===== src/rtl/fetch_sequencer.sv =====
// fetch_sequencer: walks the instruction pointer through clear, fetch,
// execute, adjust and update, with halt/restart and a memory-timeout fault.
// Every output is a register loaded from a decode of the next state, so each
// strobe appears in the same cycle the FSM shows the matching state.
//
// Memory handshake: mem_req_o stays high with a stable mem_addr_o for every
// FETCH cycle. A cycle with mem_ack_i high completes the fetch, and
// mem_data_i is captured in that cycle. mem_req_o drops in the next cycle.
// mem_ack_i is ignored whenever the FSM is not in FETCH.
module fetch_sequencer #(
    parameter int WORD_WIDTH  = 16,
    parameter int MEM_TIMEOUT = 15
) (
    input  logic                  clk_i,
    input  logic                  reset_i,
    input  logic [WORD_WIDTH-1:0] ip_i,
    output logic [WORD_WIDTH-1:0] ip_adj_o,
    output logic                  ip_update_o,
    output logic                  ip_reset_o,
    output logic [WORD_WIDTH-1:0] mem_addr_o,
    output logic                  mem_req_o,
    input  logic                  mem_ack_i,
    input  logic [WORD_WIDTH-1:0] mem_data_i,
    output logic [WORD_WIDTH-1:0] instr_o,
    output logic                  instr_valid_o,
    input  logic                  exec_done_i,
    input  logic                  branch_taken_i,
    input  logic [WORD_WIDTH-1:0] branch_offset_i,
    input  logic                  halt_i,
    input  logic                  restart_i,
    output logic                  halted_o,
    output logic                  fault_o,
    output logic [2:0]            state_o
);

    typedef enum logic [2:0] {
        CLR    = 3'd0,
        FETCH  = 3'd1,
        EXEC   = 3'd2,
        ADJ    = 3'd3,
        UPDATE = 3'd4,
        HALT   = 3'd5,
        FAULT  = 3'd6
    } state_t;

    localparam int CW = (MEM_TIMEOUT > 0) ? $clog2(MEM_TIMEOUT + 1) : 1;
    localparam logic [CW:0] TMO = (CW + 1)'(MEM_TIMEOUT);

    state_t                state_q, state_d;
    logic [CW-1:0]         cnt_q, cnt_d;
    logic [CW:0]           cnt_inc;
    logic [WORD_WIDTH-1:0] ip_adj_q, ip_adj_d;
    logic [WORD_WIDTH-1:0] mem_addr_q, mem_addr_d;
    logic [WORD_WIDTH-1:0] instr_q, instr_d;
    logic                  ip_update_q, ip_update_d;
    logic                  ip_reset_q, ip_reset_d;
    logic                  mem_req_q, mem_req_d;
    logic                  instr_valid_q, instr_valid_d;
    logic                  halted_q, halted_d;
    logic                  fault_q, fault_d;

    assign cnt_inc = {1'b0, cnt_q} + {{CW{1'b0}}, 1'b1};

    // Next-state, datapath and registered-output decode.
    always_comb begin
        state_d    = state_q;
        cnt_d      = cnt_q;
        ip_adj_d   = ip_adj_q;
        instr_d    = instr_q;
        mem_addr_d = ip_i;
        case (state_q)
            // Reset leaves CLR with ip_reset low; the first cycle out of
            // reset stays in CLR to raise the pulse, the second moves on.
            CLR: begin
                mem_addr_d = '0;
                if (ip_reset_q) state_d = FETCH;
            end
            FETCH: begin
                if (mem_ack_i) begin
                    instr_d = mem_data_i;
                    state_d = EXEC;
                end else begin
                    cnt_d = cnt_inc[CW-1:0];
                    if (MEM_TIMEOUT != 0 && cnt_inc == TMO) state_d = FAULT;
                end
            end
            EXEC: begin
                if (exec_done_i) begin
                    ip_adj_d = branch_taken_i ? branch_offset_i : WORD_WIDTH'(1);
                    state_d  = ADJ;
                end
            end
            ADJ: state_d = UPDATE;
            // The pointer takes ip_adj on the same edge that leaves UPDATE,
            // so the first fetch address is the sum, not the stale ip.
            UPDATE: begin
                mem_addr_d = ip_i + ip_adj_q;
                state_d    = halt_i ? HALT : FETCH;
            end
            HALT: if (restart_i) state_d = FETCH;
            FAULT: if (restart_i) state_d = CLR;
            default: state_d = CLR;
        endcase
        if (state_d == FETCH && state_q != FETCH) cnt_d = '0;
        mem_req_d     = (state_d == FETCH);
        instr_valid_d = (state_d == EXEC);
        ip_update_d   = (state_d == UPDATE);
        ip_reset_d    = (state_d == CLR);
        halted_d      = (state_d == HALT);
        fault_d       = (state_d == FAULT);
    end

    // State and output registers with synchronous reset.
    always_ff @(posedge clk_i) begin
        if (reset_i) begin
            state_q       <= CLR;
            cnt_q         <= '0;
            ip_adj_q      <= '0;
            mem_addr_q    <= '0;
            instr_q       <= '0;
            ip_update_q   <= 1'b0;
            ip_reset_q    <= 1'b0;
            mem_req_q     <= 1'b0;
            instr_valid_q <= 1'b0;
            halted_q      <= 1'b0;
            fault_q       <= 1'b0;
        end else begin
            state_q       <= state_d;
            cnt_q         <= cnt_d;
            ip_adj_q      <= ip_adj_d;
            mem_addr_q    <= mem_addr_d;
            instr_q       <= instr_d;
            ip_update_q   <= ip_update_d;
            ip_reset_q    <= ip_reset_d;
            mem_req_q     <= mem_req_d;
            instr_valid_q <= instr_valid_d;
            halted_q      <= halted_d;
            fault_q       <= fault_d;
        end
    end

    assign ip_adj_o      = ip_adj_q;
    assign ip_update_o   = ip_update_q;
    assign ip_reset_o    = ip_reset_q;
    assign mem_addr_o    = mem_addr_q;
    assign mem_req_o     = mem_req_q;
    assign instr_o       = instr_q;
    assign instr_valid_o = instr_valid_q;
    assign halted_o      = halted_q;
    assign fault_o       = fault_q;
    assign state_o       = state_q;

endmodule


===== config.mk =====
export PLATFORM = sky130hd
export DESIGN_NAME = fetch_sequencer
export DESIGN_NICKNAME = d
export VERILOG_FILES = /design/src/rtl/fetch_sequencer.sv
export SDC_FILE = /design/constraint.sdc
export NUM_CORES = 1
export LEC_CHECK = 0
export CAP_MARGIN = 40
export CORE_ASPECT_RATIO = 0.9
export CORE_MARGIN = 3
export CORE_UTILIZATION = 25
export DETAILED_ROUTE_END_ITERATION = 7
export PLACE_DENSITY = 0.6
export RECOVER_POWER = 25
export SKIP_LAST_GASP = 1
export SYNTH_ARGS = -nofsm -noshare
export SYNTH_HDL_FRONTEND = slang
export SYNTH_SLANG_ARGS = --single-unit
export TNS_END_PERCENT = 20

===== constraint.sdc =====
create_clock -name clk_i -period 3.15 [get_ports clk_i]
set_clock_uncertainty 0.05 [all_clocks]
set_input_delay 0.4725 -clock clk_i [delete_from_list [all_inputs] [get_ports clk_i]]
set_output_delay 0.4725 -clock clk_i [all_outputs]
set_load 0.1 [all_outputs]

# --- Yosys cells after proc, flatten, opt, wreduce, memory -nomap -nowiden ---
# Index checks and enable logic that the tools add are counted.
op_classes:
  add_sub_neg: 2
  n_mul: 0
  n_div: 0
  magnitude_cmp: 0
  n_eq_ne: 13
  n_shift: 0
  n_mux: 10
  bitwise: 1
  reduce_logical: 7
op_table:
  columns: ["cell", "count"]
  rows:
  - ["one-hot mux 16 bit (2 select lines)", 1]
  - ["two-way mux 3 bit", 7]
  - ["one-hot mux 3 bit (7 select lines)", 1]
  - ["== test 3 bit, second input constant", 6]
  - ["adder 16 bit", 1]
  - ["two-way mux 16 bit", 1]
  - ["== test 3 x 2 -> 1 bit, second input constant", 3]
  - ["== test 3 x 1 -> 1 bit, second input constant", 2]
  - ["zero test 3 bit", 2]
  - ["AND reduction 2 bit", 3]
  - ["adder 4 x 1 -> 5 bit, second input constant", 1]
  - ["== test 5 x 4 -> 1 bit, second input constant", 1]
  - ["inequality test 3 x 1 -> 1 bit, second input constant", 1]
  - ["OR reduction 2 bit", 1]
  - ["logical AND 1 bit", 1]
  - ["inverter 1 bit", 1]
word_totals:
  register_bits: 61
  latch_bits: 0
  ramBits: 0
  romBits: 0
  in_bits: 55
  output_inout_bits: 57
  word_cells: 44
  n_memories: 0

# --- Depth between registers and ports, before layout ---
logic_depth:
  word_depth: 8
  depth_mapped: 9
  mapped_depth_nobuf: 8

# --- Worst setup path before layout ---
# No wires, ideal clock.
synth_timing:
  path_kind: "flip-flop to flip-flop"
  start: "reg ip_adj_q[5], in the netlist ip_adj_o[5]"
  end: "reg mem_addr_q[13], in the netlist mem_addr_o[13]"
  setup_time_ns: 0.117
  arrival_ns: 2.658
  required_time_ns: 2.983
  path_slack_ns: 0.324
  path_stages_with_launch: 9
  n_path_buf: 1
  synth_period_minus_slack_ns: 2.826
  cell_sequence: "dfxtp_1 > ha_1 > clkbuf_1 > a41oi_1 > o21ai_1 > a221o_1 > o311a_1 > mux2i_1 > nand2_1"
synth_via:
  elab_chain_len: 2
synth_rtl:
  columns: ["element", "line_no", "text"]
  rows:
  - ["from (decl)", "52", "logic [WORD_WIDTH-1:0] ip_adj_q, ip_adj_d;"]
  - ["from (signal assigned)", "130", "ip_adj_q <= ip_adj_d;"]
  - ["adder 16 bit", "97", "mem_addr_d = ip_i + ip_adj_q;"]
  - ["one-hot mux 16 bit (2 select lines)", "71", "case (state_q)"]
  - ["to (signal assigned)", "131", "mem_addr_q <= mem_addr_d;"]
  - ["to (decl)", "53", "logic [WORD_WIDTH-1:0] mem_addr_q, mem_addr_d;"]
# Every way passes these cells.
# A chain may end at the register's enable or synchronous reset.

# --- Worst setup path after layout ---
layout_timing:
  start: "in ip_i[0]"
  end: "reg mem_addr_q[14], in the netlist mem_addr_o[14]"
layout_via:
  elab_chain_len: 2
layout_rtl:
  columns: ["element", "line_no", "text"]
  rows:
  - ["from (decl)", "16", "input logic [WORD_WIDTH-1:0] ip_i,"]
  - ["adder 16 bit", "97", null]
  - ["one-hot mux 16 bit (2 select lines)", "71", null]
# Every way passes these cells.

==> results.tsv <==
metric	value	unit
Post-CTS Hold Fix Bufs	0	
Overall Power	2.87	mW
Final ANT Viol Nets	0	
vias per std cell	4.78	
fin area	4370	um2
1st-pass router iterations	4	
wire length per cell	14.8	um
Avg Cell Area, Syn	8.14	um2
drc violations	0	
DIE AREA	13700	um2
Top Ports	112	
Setup Buffers After CTS	0	
max-slew violation count	0	
Arrival @ worst endpoint	2890	ps
Worst path depth	9	
final hold violation count	0	
clock-pin slew on the worst setup and hold paths	60	ps
critical path startpoint category	primary input	
Core Footprint	11700	um2
Yosys top cell by area	dfxtp_1	
Iteration-0 DRC Markers	234	
Resized cells post-CTS	0	
Core Rows	37	
CTS buffer count	9	
Final setup viols	0	
sequential area share after synthesis	0.397	
Ys Warns	0	
Post-synth EDFFs	0	
buffers and inverters on the worst path	1	
CP max stage cell	clkdlybuf4s50_1	
max incr delay on CP	430	ps
minimum clock period	2730	ps
CP delay by family, top	compound AO/OA/AOI/OAI gates	
clock latency on the worst-skew pair	330	ps
final non-filler cell total	645	
CTS H-tree lvls	3	
Worst VDD drop	252	uV
first-pass GRT wire length	15100	um
top-area cell type share of the netlist area	0.397	
Nets	557	
Cells after DPL	629	
Psw	1.19	mW
Die Ht	111	um
IO buf count	111	
Cells after Synth	378	
Worst Hold Class	reg -> reg	
combinational share of power	0.353	
largest cells by area after synthesis	dfxtp_1 40%, a21oi_1 8.1%, nand2_1 7.9%, ha_1 6.9%, nand3_1 3.7%	
slew margin rel.	0.205	
pin count of the biggest net entering global routing	42	
vias in the first global route	2920	
final core utilization	0.373	
CTS tree	yes	
Mapped Area	3080	um2
Layout area overhead	42.0	%
HPWL Detailed	7060	um
Tcrit/Tclk final	0.865	
hold path depth	2	
Cell variety after synth	54	
final setup margin	425	ps
Req. time, crit path	3320	ps
Initial Util	0.263	
Setup TNS Final	0	ps
clock root buffer	clkbuf_16	
most frequent cells in the layout	65 x nand2_1, 61 x dfxtp_1, 53 x clkdlybuf4s50_1	
hold slack	403	ps
worst r2r path cells	8	
ant diodes	0	
Int Pwr	1.68	mW
RSZ-0062 raised after global routing	no	
commonest non-fill, non-tap cell in the layout	nand2_1	
Pwr Density	656	nW/um2
CP Cell Sequence	clkdlybuf4s50_1, ha_1, fa_1, a21o_1, a21oi_1, o21ai_0, o311ai_1, mux2i_1, nand2_1	
CP Capture Type	flop	
share of power burned in registers	0.311	
final wirelength	9530	um
initial antenna violation count	0	
layout cells sized above 1	0.119	
leakage power	1.74	nW
FF+latch count, synth	61	
GP Congestion	0.824	
Slew @ Worst Pin	1200	ps
CP Max Fanout	4	
Placed Area	4190	um2
FMAX	0.367	GHz
worst slack, placed	78.0	ps
status	finished clean	
Die Wd	123	um
Net Sw Frac	0.414	
Vias	3080	
asr flop ratio synth	0	
dominant synthesized flop cell	dfxtp_1	
gr usage total	0.138	
Clock power frac	0.336	
total grt overflow	0	
clock buffer depth	2	
Worst Setup Path Type	in -> reg	
max cap viols	0	
Net Count, Synth	451	
clock sink count	61	
## final timing paths
path                                   from        endpoint  slack, ps
worst max-delay path                ip_i[0]  mem_addr_o[14]        420
worst max register to register  ip_adj_o[0]  mem_addr_o[14]        720
worst min-delay path             instr_o[2]      instr_o[2]        400
worst min register to register   instr_o[2]      instr_o[2]        400
## worst min-delay path, cell delays in order, from the launching register on
cell	delay, ps
dfxtp_1	300
nand2_1	50
a21oi_1	50
## state kept, by name (all words and copies together), names as in the netlist, 3 cells and up
register    flops
mem_addr_o     16
instr_o        16
state_o         3
cnt_q           4
ip_adj_o       16
## per-layer routing
layer | up-vias | part of all wire | track usage
met3 | 9 | 0.075 | 0.0398
met4 | 0 | 0.0095 | 0.0373
met5 | - | 0 | 0
met1 | 1436 | 0.45 | 0.179
met2 | 87 | 0.46 | 0.224
li1 | 1548 | - | -
## layout make-up
class                      instances  area [um2]
timing repair buffer             114         881
tap                              156         195
multi-input combinational        289        1750
sequential                        61        1220
clock buffer                       9         225
fill                            1228        7340
inverter                           9        33.8
clock inverter                     7        66.3
## power groups by stage
stage / combinational, mW / sequential (mW) / clock, mW
2_1_floorplan: 0.291 / 1.40 / 0
3_3_place_gp: 1.05 / 0.910 / 0
3_5_place_dp: 1.06 / 0.910 / 0
4_1_cts: 1.06 / 0.894 / 0.990
5_1_grt: 1.07 / 0.901 / 1.03
6_report: 1.01 / 0.893 / 0.964
## cells in the mapped netlist (2+ instances only)
master / n
clkbuf_1: 17
nor3_1: 10
mux2i_1: 2
nand3_1: 23
a21o_1: 5
a31oi_1: 2
xor2_1: 6
nor4_1: 2
o21a_1: 2
and3b_1: 2
and3_1: 2
nand2_1: 65
nor2b_1: 6
nor3b_1: 2
nand2b_1: 3
nor4bb_1: 2
o21ai_0: 9
dfxtp_1: 61
nand4_1: 3
o21bai_1: 2
and2_1: 4
inv_1: 9
a211o_1: 2
nor4b_2: 2
o31ai_1: 3
nor2_1: 24
ha_1: 17
a22oi_1: 5
buf_2: 2
o21ai_1: 3
a21oi_1: 50
or2_2: 3
nand3b_1: 2
a211oi_1: 3
xnor2_1: 4
## kinds of logic (layout without fill, tap and decap cells)
logic type,Yosys count,count (layout),share of synthesized area
AOI/OAI and AO/OA,98,98,0.198
muxes,2,2,0.00650
DFF,61,61,0.397
adders and majority gates,18,18,0.0756
buffers and inverters,28,139,0.0350
and+or+nand+nor,161,161,0.260
xor gates and xnor gates,10,10,0.0285
(Power assumes the default switching activity.)
